`src/rtl/seg_rx_pkg.sv`:
```
// Shared types and constants for the multiplexed 7-segment bus receiver:
// FSM state type, sample-word width and the active-low hex segment patterns.
package seg_rx_pkg;

  localparam int SAMPLE_W = 11;

  typedef enum logic [1:0] {
    ST_IDLE,
    ST_SETTLE,
    ST_CAPTURE,
    ST_WAIT_CHANGE
  } seg_state_t;

  // Segment order is {a,b,c,d,e,f,g}; 0 = lit.
  localparam logic [6:0] SEG_0 = 7'b0000001;
  localparam logic [6:0] SEG_1 = 7'b1001111;
  localparam logic [6:0] SEG_2 = 7'b0010010;
  localparam logic [6:0] SEG_3 = 7'b0000110;
  localparam logic [6:0] SEG_4 = 7'b1001100;
  localparam logic [6:0] SEG_5 = 7'b0100100;
  localparam logic [6:0] SEG_6 = 7'b0100000;
  localparam logic [6:0] SEG_7 = 7'b0001111;
  localparam logic [6:0] SEG_8 = 7'b0000000;
  localparam logic [6:0] SEG_9 = 7'b0000100;
  localparam logic [6:0] SEG_A = 7'b0001000;
  localparam logic [6:0] SEG_B = 7'b1100000;
  localparam logic [6:0] SEG_C = 7'b0110001;
  localparam logic [6:0] SEG_D = 7'b1000010;
  localparam logic [6:0] SEG_E = 7'b0110000;
  localparam logic [6:0] SEG_F = 7'b0111000;

endpackage

```
`src/rtl/seg_pattern_decoder.sv`:
```
// Combinational 7-segment pattern to hex nibble decoder; hit is low for
// any pattern that is not one of the sixteen hex glyphs (blank included).
module seg_pattern_decoder
  import seg_rx_pkg::*;
(
  input  logic [6:0] pattern,
  output logic [3:0] nibble,
  output logic       hit
);

  always_comb begin
    nibble = 4'h0;
    hit    = 1'b1;
    case (pattern)
      SEG_0:   nibble = 4'h0;
      SEG_1:   nibble = 4'h1;
      SEG_2:   nibble = 4'h2;
      SEG_3:   nibble = 4'h3;
      SEG_4:   nibble = 4'h4;
      SEG_5:   nibble = 4'h5;
      SEG_6:   nibble = 4'h6;
      SEG_7:   nibble = 4'h7;
      SEG_8:   nibble = 4'h8;
      SEG_9:   nibble = 4'h9;
      SEG_A:   nibble = 4'hA;
      SEG_B:   nibble = 4'hB;
      SEG_C:   nibble = 4'hC;
      SEG_D:   nibble = 4'hD;
      SEG_E:   nibble = 4'hE;
      SEG_F:   nibble = 4'hF;
      default: hit    = 1'b0;
    endcase
  end

endmodule

```
`src/rtl/segment_bus_receiver.sv`:
```
// Recovers four hex digits from a multiplexed, active-low 7-segment display bus.
// Optional saturating error counter enabled by defining SEG_RX_ERRCNT_EN.
module segment_bus_receiver
  import seg_rx_pkg::*;
#(
  parameter int STABLE_CYCLES  = 16,
  parameter int TIMEOUT_CYCLES = 65535
) (
  input  logic        clk,
  input  logic        reset,
  input  logic        an3,
  input  logic        an2,
  input  logic        an1,
  input  logic        an0,
  input  logic        a,
  input  logic        b,
  input  logic        c,
  input  logic        d,
  input  logic        e,
  input  logic        f,
  input  logic        g,
  output logic [15:0] digits,
  output logic        frame_valid,
  output logic        char_error,
  output logic        link_lost,
  output logic [7:0]  err_count
);

  localparam int SCNT_W = $clog2(STABLE_CYCLES + 1);
  localparam int TO_W   = $clog2(TIMEOUT_CYCLES + 1);
  localparam logic [SCNT_W-1:0] STABLE_MAX = SCNT_W'(STABLE_CYCLES);
  localparam logic [TO_W-1:0]   TO_MAX     = TO_W'(TIMEOUT_CYCLES);
  localparam seg_state_t START_ST = (STABLE_CYCLES == 1) ? ST_CAPTURE : ST_SETTLE;

  logic [SAMPLE_W-1:0] pins;
  logic [SAMPLE_W-1:0] sync1_q, sync2_q;

  seg_state_t          state_q, state_d;
  logic [SCNT_W-1:0]   stab_cnt_q, stab_cnt_d;
  logic [SAMPLE_W-1:0] word_q, word_d;
  logic [15:0]         digits_q, digits_d;
  logic [3:0]          seen_q, seen_d;
  logic                frame_valid_q, frame_valid_d;
  logic                char_error_q, char_error_d;
  logic [TO_W-1:0]     to_q, to_d;

  logic [3:0] sample_an_low, word_an_low;
  logic       sample_valid;
  logic [3:0] dec_nibble;
  logic       dec_hit;

  assign pins = {an3, an2, an1, an0, a, b, c, d, e, f, g};

  always_ff @(posedge clk or posedge reset) begin
    if (reset) begin
      sync1_q <= '1;
      sync2_q <= '1;
    end else begin
      sync1_q <= pins;
      sync2_q <= sync1_q;
    end
  end

  // A sample is usable only when exactly one anode is driven low.
  assign sample_an_low = ~sync2_q[10:7];
  assign sample_valid  = (sample_an_low != 4'h0) &&
                         ((sample_an_low & (sample_an_low - 4'h1)) == 4'h0);
  assign word_an_low   = ~word_q[10:7];

  seg_pattern_decoder u_dec (
    .pattern (word_q[6:0]),
    .nibble  (dec_nibble),
    .hit     (dec_hit)
  );

  always_comb begin
    state_d       = state_q;
    stab_cnt_d    = stab_cnt_q;
    word_d        = word_q;
    digits_d      = digits_q;
    char_error_d  = 1'b0;
    frame_valid_d = (seen_q == 4'hF);
    seen_d        = (seen_q == 4'hF) ? 4'h0 : seen_q;
    to_d          = (to_q == TO_MAX) ? to_q : to_q + TO_W'(1);

    case (state_q)
      ST_IDLE: begin
        if (sample_valid) begin
          word_d     = sync2_q;
          stab_cnt_d = SCNT_W'(1);
          state_d    = START_ST;
        end
      end
      ST_SETTLE: begin
        if (!sample_valid) begin
          state_d = ST_IDLE;
        end else if (sync2_q != word_q) begin
          word_d     = sync2_q;
          stab_cnt_d = SCNT_W'(1);
          state_d    = START_ST;
        end else begin
          stab_cnt_d = stab_cnt_q + SCNT_W'(1);
          if (stab_cnt_q + SCNT_W'(1) == STABLE_MAX) state_d = ST_CAPTURE;
        end
      end
      ST_CAPTURE: begin
        to_d = '0;
        if (dec_hit) begin
          for (int i = 0; i < 4; i++) begin
            if (word_an_low[i]) digits_d[i*4 +: 4] = dec_nibble;
          end
          seen_d = seen_d | word_an_low;
        end else begin
          char_error_d = 1'b1;
        end
        state_d = ST_WAIT_CHANGE;
      end
      default: begin
        if (sync2_q != word_q) begin
          if (sample_valid) begin
            word_d     = sync2_q;
            stab_cnt_d = SCNT_W'(1);
            state_d    = START_ST;
          end else begin
            state_d = ST_IDLE;
          end
        end
      end
    endcase
  end

  always_ff @(posedge clk or posedge reset) begin
    if (reset) begin
      state_q       <= ST_IDLE;
      stab_cnt_q    <= '0;
      word_q        <= '1;
      digits_q      <= 16'h0000;
      seen_q        <= 4'h0;
      frame_valid_q <= 1'b0;
      char_error_q  <= 1'b0;
      to_q          <= '0;
    end else begin
      state_q       <= state_d;
      stab_cnt_q    <= stab_cnt_d;
      word_q        <= word_d;
      digits_q      <= digits_d;
      seen_q        <= seen_d;
      frame_valid_q <= frame_valid_d;
      char_error_q  <= char_error_d;
      to_q          <= to_d;
    end
  end

  assign digits      = digits_q;
  assign frame_valid = frame_valid_q;
  assign char_error  = char_error_q;
  assign link_lost   = (to_q == TO_MAX);

`ifdef SEG_RX_ERRCNT_EN
  logic [7:0] err_q, err_d;

  // Counts alongside the char_error register so both appear in the same cycle.
  assign err_d = (char_error_d && (err_q != 8'hFF)) ? err_q + 8'h01 : err_q;

  always_ff @(posedge clk or posedge reset) begin
    if (reset) err_q <= 8'h00;
    else       err_q <= err_d;
  end

  assign err_count = err_q;
`else
  assign err_count = 8'h00;
`endif

endmodule

```
`config.mk`:
```
export PLATFORM = sky130hd
export DESIGN_NAME = segment_bus_receiver
export DESIGN_NICKNAME = d
export VERILOG_FILES = /design/src/rtl/seg_rx_pkg.sv /design/src/rtl/seg_pattern_decoder.sv /design/src/rtl/segment_bus_receiver.sv
export SDC_FILE = /design/constraint.sdc
export NUM_CORES = 1
export LEC_CHECK = 0
export ABC_AREA = 1
export CAP_MARGIN = 20
export CORE_UTILIZATION = 25
export DETAILED_ROUTE_END_ITERATION = 7
export DONT_BUFFER_PORTS = 1
export PLACE_DENSITY = 0.44
export SKIP_CTS_REPAIR_TIMING = 1
export SLEW_MARGIN = 20
export SYNTH_ARGS = -nofsm -noshare
export SYNTH_HDL_FRONTEND = slang
export SYNTH_SLANG_ARGS = --single-unit
```
`constraint.sdc`:
```
create_clock -name clk -period 3.3 [get_ports clk]
set_input_delay 0.66 -clock clk [delete_from_list [all_inputs] [get_ports clk]]
set_output_delay 0.66 -clock clk [all_outputs]
set_load 0.005 [all_outputs]
```
## After elaboration in Yosys (flattened, before gate mapping)

Index checks and enable logic that the tools add are counted.

| word-level totals | value |
|---|---|
| register bits | 78 |
| output and inout port bits | 27 |
| bits of input ports | 13 |
| logic and storage cells | 89 |

| cells by class | value |
|---|---|
| multiplexer cells | 26 |
| bitwise gates (word level) | 5 |
| equality and inequality tests | 26 |
| add/sub/neg operators | 3 |
| reduce and logical (&&, ||, !) cells | 16 |

Operators with widths:

| kind | count |
|---|---|
| $pmux 4 s15 | 1 |
| $mux 11 | 4 |
| $eq 7x6->1 const B | 5 |
| $pmux 11 s3 | 1 |
| $mux 16 | 2 |
| $eq 7x7->1 const B | 4 |
| $mux 5 | 4 |
| $reduce_and 3->1 | 6 |
| $add 16x1->16 const B | 1 |
| $eq 16x16->1 const B | 1 |
| $reduce_or 16->1 | 1 |
| $pmux 5 s3 | 1 |
| $eq 7x3->1 const B | 2 |
| $eq 7x4->1 const B | 2 |
| $mux 4 | 3 |
| $ne 11x11->1 | 1 |
| $mux 2 | 5 |
| $not 4->4 | 2 |
| $reduce_bool 4->1 | 2 |
| $eq 7x1->1 const B | 1 |
| $eq 7x5->1 const B | 1 |
| $logic_not 7->1 | 1 |
| $ne 2x2->1 const B | 3 |
| $pmux 2 s3 | 1 |
| other kinds (18) | 21 |

## Longest topological paths before layout

| logic depth | value |
|---|---|
| depth after elaboration | 8 |
| mapped depth | 13 |
| gate-level depth less buffers | 12 |

## Modules after synthesis

From an unflattened synthesis, not the netlist that was laid out.

| unflattened totals | value |
|---|---|
| cell total of the unflattened synthesis | 464 |
| area total of the unflattened synthesis | 3,943.8 µm² |

Modules (own cells, without submodules):

| module | cells each | area an instance (µm²) | seq. area each (µm²) | instances |
|---|---|---|---|---|
| segment_bus_receiver | 391 | 3,617.2 | 1,993.2 | 1 |
| seg_pattern_decoder | 73 | 326.6 | 0.0 | 1 |

## Worst setup path after synthesis

No wires, ideal clock.

| timing path | value |
|---|---|
| path kind | reg2out |
| start point | register to_q[1] |
| end point | output link_lost |
| arrival | 1.106 ns |
| buffers on the path | 0 |
| stages on the path, launching flop included | 6 |
| data required time | 2.640 ns |
| setup slack | 1.534 ns |
| path through | dfrtp_1 > ha_1 > nand2_1 > nor2_1 > nand3b_1 > nor2_1 |

| on the way | value |
|---|---|
| cells in the longest elaborated chain, start to end | 1 |

RTL lines:

| what | RTL line | text |
|---|---|---|
| start, declared | segment_bus_receiver.sv:45 | `logic [TO_W-1:0] to_q, to_d;` |
| start signal, assigned | segment_bus_receiver.sv:150 | `to_q <= to_d;` |
| $eq 16x16->1 | segment_bus_receiver.sv:157 | `assign link_lost = (to_q == TO_MAX);` |
| end, declared | segment_bus_receiver.sv:25 | `output logic link_lost,` |

Every way passes these cells.

## Worst setup path in the final report

Ends and elaborated chain as after synthesis.

==> results.cfg <==
[status]
outcome = finished, violations left
violations = design-rule violations

[clock_tree]
cts_root_buffer = clkbuf_16
clk_pin_slew_ns = 0.06
clockBufferDepth = 2
numCtsBuffers = 9
cts_tree = built
clkSinkCount = 78
clk-insertion-delay-late_ns = 0.33
htree_levels = 3

[floorplanning]
die_area_sq_mm = 0.0156
start_util = 0.258
die_h_um = 125
ios = 40
core_sq_mm = 0.0146
fp.dieW_um = 125
fp-row-count = 44

[synthesis]
synth_ff_type = dfrtp_1
synth-seq-area-share = 0.527
synthCells = 457
ys_seq_elements = 78
synth.area.top_cells = dfrtp_1 30%, dfstp_2 23%, nand2_1 14%, nand3_1 5.6%, nor2_1 4.5%
syn_area_sq_mm = 0.00378
synth_area_per_cell_sq_um = 8.27
synth_xor_area_frac = 0.0185
synth.distinct_cells = 36
synthArstFlopShare = 1.00
synth.largest_area_cell = dfrtp_1
synthTopCellsByCount = 138 x nand2_1, 45 x dfrtp_1, 45 x nor2_1, 42 x nand3_1, 40 x inv_1
synth_most_common_cell = nand2_1
ys_warn_count = 0
synth_top_family_by_area = simple AND/OR/NAND/NOR gates
synthSimpleGateAreaFrac = 0.305
yosys.area.top_type_share = 0.298
synth_mux_area_frac = 0.00265
synth_compound_gate_area_share = 0.0609
synth-edff-count = 0
synth-adder-area-share = 0.00662

[sta]
max_freq_ghz = 0.436
relSlewSlack = 0.537
finalSetupViolCount = 0
hold_viol = 0
rsz0062_at_grt = no
min_period_ns = 2.29
skew_ns = 0.00589
period_share = 0.695
worstMarginPinSlew_ns = 0.695
finalSetupTns_ns = 0
slew_violations = 0

[layout]
n_fill_cell = 1567
syn_to_final_growth_pct = 12.1
n_antenna_cell = 0
fin_area_sq_mm = 0.00424
final_core_util = 0.289
multiInputGateArea_sq_mm = 0.00152
nets = 477
regArea_sq_mm = 0.00199
drive_above_1_share = 0.171

[setup_path]
worstPathMaxFanout = 5
arrival_ns = 1.63
cp_slowest_cell = dfrtp_1
cp_data_required_time_ns = 2.64
crit_top_cell = nor2_1
slowest_delay_ns = 0.39
worst_setup_path_end_kind = output pin
crit_chain = ha_1 -> nand2_1 -> nor2_1 -> nand3b_1 -> nor2_1
critPathLaunchType = register
worstSetupPathType = register to output pin

[power]
powerDensity_mw_per_mm2 = 574
p_total_mw = 2.43
peakVddDrop_mv = 0.378
p_leak_nw = 2.08

[routing]
wl_per_cell_um = 11.9
vias = 2839
vias_per_cell = 4.36
dr.first_iter.drc_count = 205
drtPass1Iterations = 6
drt_wl_total_mm = 7.77
antenna_left = 0
drc = 15

[global_route]
grt.overflow.total = 0
grt_pass1_wl_mm = 13.8
grtUsageTotal = 0.112
antenna_found_initial = 0
grt_pass1_vias = 2783
grt_max_degree = 57

[hold_path]
hp-class = input port to async pin

[place]
placed_area_sq_mm = 0.00394
gp_congestion = 0.858
place.port_buffers = 0
dp_hpwl_mm = 5.65

[flow_run]
drv_cap = 0
## final timing paths
path	from	endpoint	slack, ns	cells past startpoint
max	to_q[1]$_DFFE_PP0P_	link_lost	1.01	5
max reg2reg	word_q[3]$_DFFE_PP1P_	word_q[6]$_DFFE_PP1P_	1.43	10
min reg2reg	sync1_q[0]$_DFF_PP1_	sync2_q[0]$_DFF_PP1_	0.36	0
max in group asynchronous	reset	sync1_q[3]$_DFF_PP1_	2.30	2
min	reset	to_q[0]$_DFFE_PP0P_	0.31	1
min in group clk	an1	sync1_q[8]$_DFF_PP1_	0.32	0
## per-layer routing
layer	wire length (um)	GRT usage	up-vias
li1	-	-	1457
met1	4020	0.157	1295
met2	3150	0.153	79
met3	504	0.0428	8
met4	96	0.0452	0
met5	0	0	-
## cell type report
class	instances	area share
clock buffer	9	0.0531
inverter	48	0.0431
timing repair buffer	2	0.00354
clock inverter	7	0.0168
sequential	78	0.470
tap	184	0.0543
multi-input combinational	323	0.359
## power breakdown
group,switching (mW),internal (mW),total [mW]
Clock,0.396,0.588,0.984
Sequential,0.0917,1.06,1.15
Combinational,0.206,0.0953,0.301
## registers in the layout, summed over array words and instances, names as in the netlist
name,count
stab_cnt_q,5
state_q,2
word_q,11
frame_valid,1
digits,16
sync1_q,11
sync2_q,11
seen_q,4
char_error,1
to_q,16
## kinds of logic (layout without fill, tap and decap cells)
family                   Yosys count  in the layout
multiplexers                       1              1
flip-flops                        78             78
AO/OA/AOI/OAI                     43             43
adder cells (fa/ha/maj)            2              2
AND/OR/NAND/NOR                  261            261
XOR/XNOR                           8              8
other                              1              8
buffers and inverters             63             66
## metrics by stage
step | cells | hold WS, ns | setup slack, ns
after global placement | 635 | 0.346 | 1.42
after global routing | 651 | 0.293 | 0.803
after detailed placement | 635 | 0.349 | 1.36
final | 651 | 0.315 | 1.01
after floorplan | 464 | 0.345 | 0.700
after CTS | 651 | 0.293 | 0.981
## cell usage in the layout, fill, tap and decap left out, drive strengths merged
cell,n
ha,2
nor3,6
clkinv,4
inv,50
bufinv,1
xnor2,5
nor4,1
a21oi,9
o21ai,28
dfrtp,45
nand4,10
or2,2
nand3,44
o22ai,1
dfstp,33
nor2,52
a31oi,5
buf,2
clkbuf,9
xor2,3
nand2,144
and2,1
conb,8
mux2i,1
nand3b,1
## worst max-delay path: cells and delay by family, from the launching register on
family                     cells  cell delay, ns
DFF                            1            0.39
and+or+nand+nor                4            0.68
adders and majority gates      1            0.22
No activity file was read; power rests on OpenSTA's default activity.
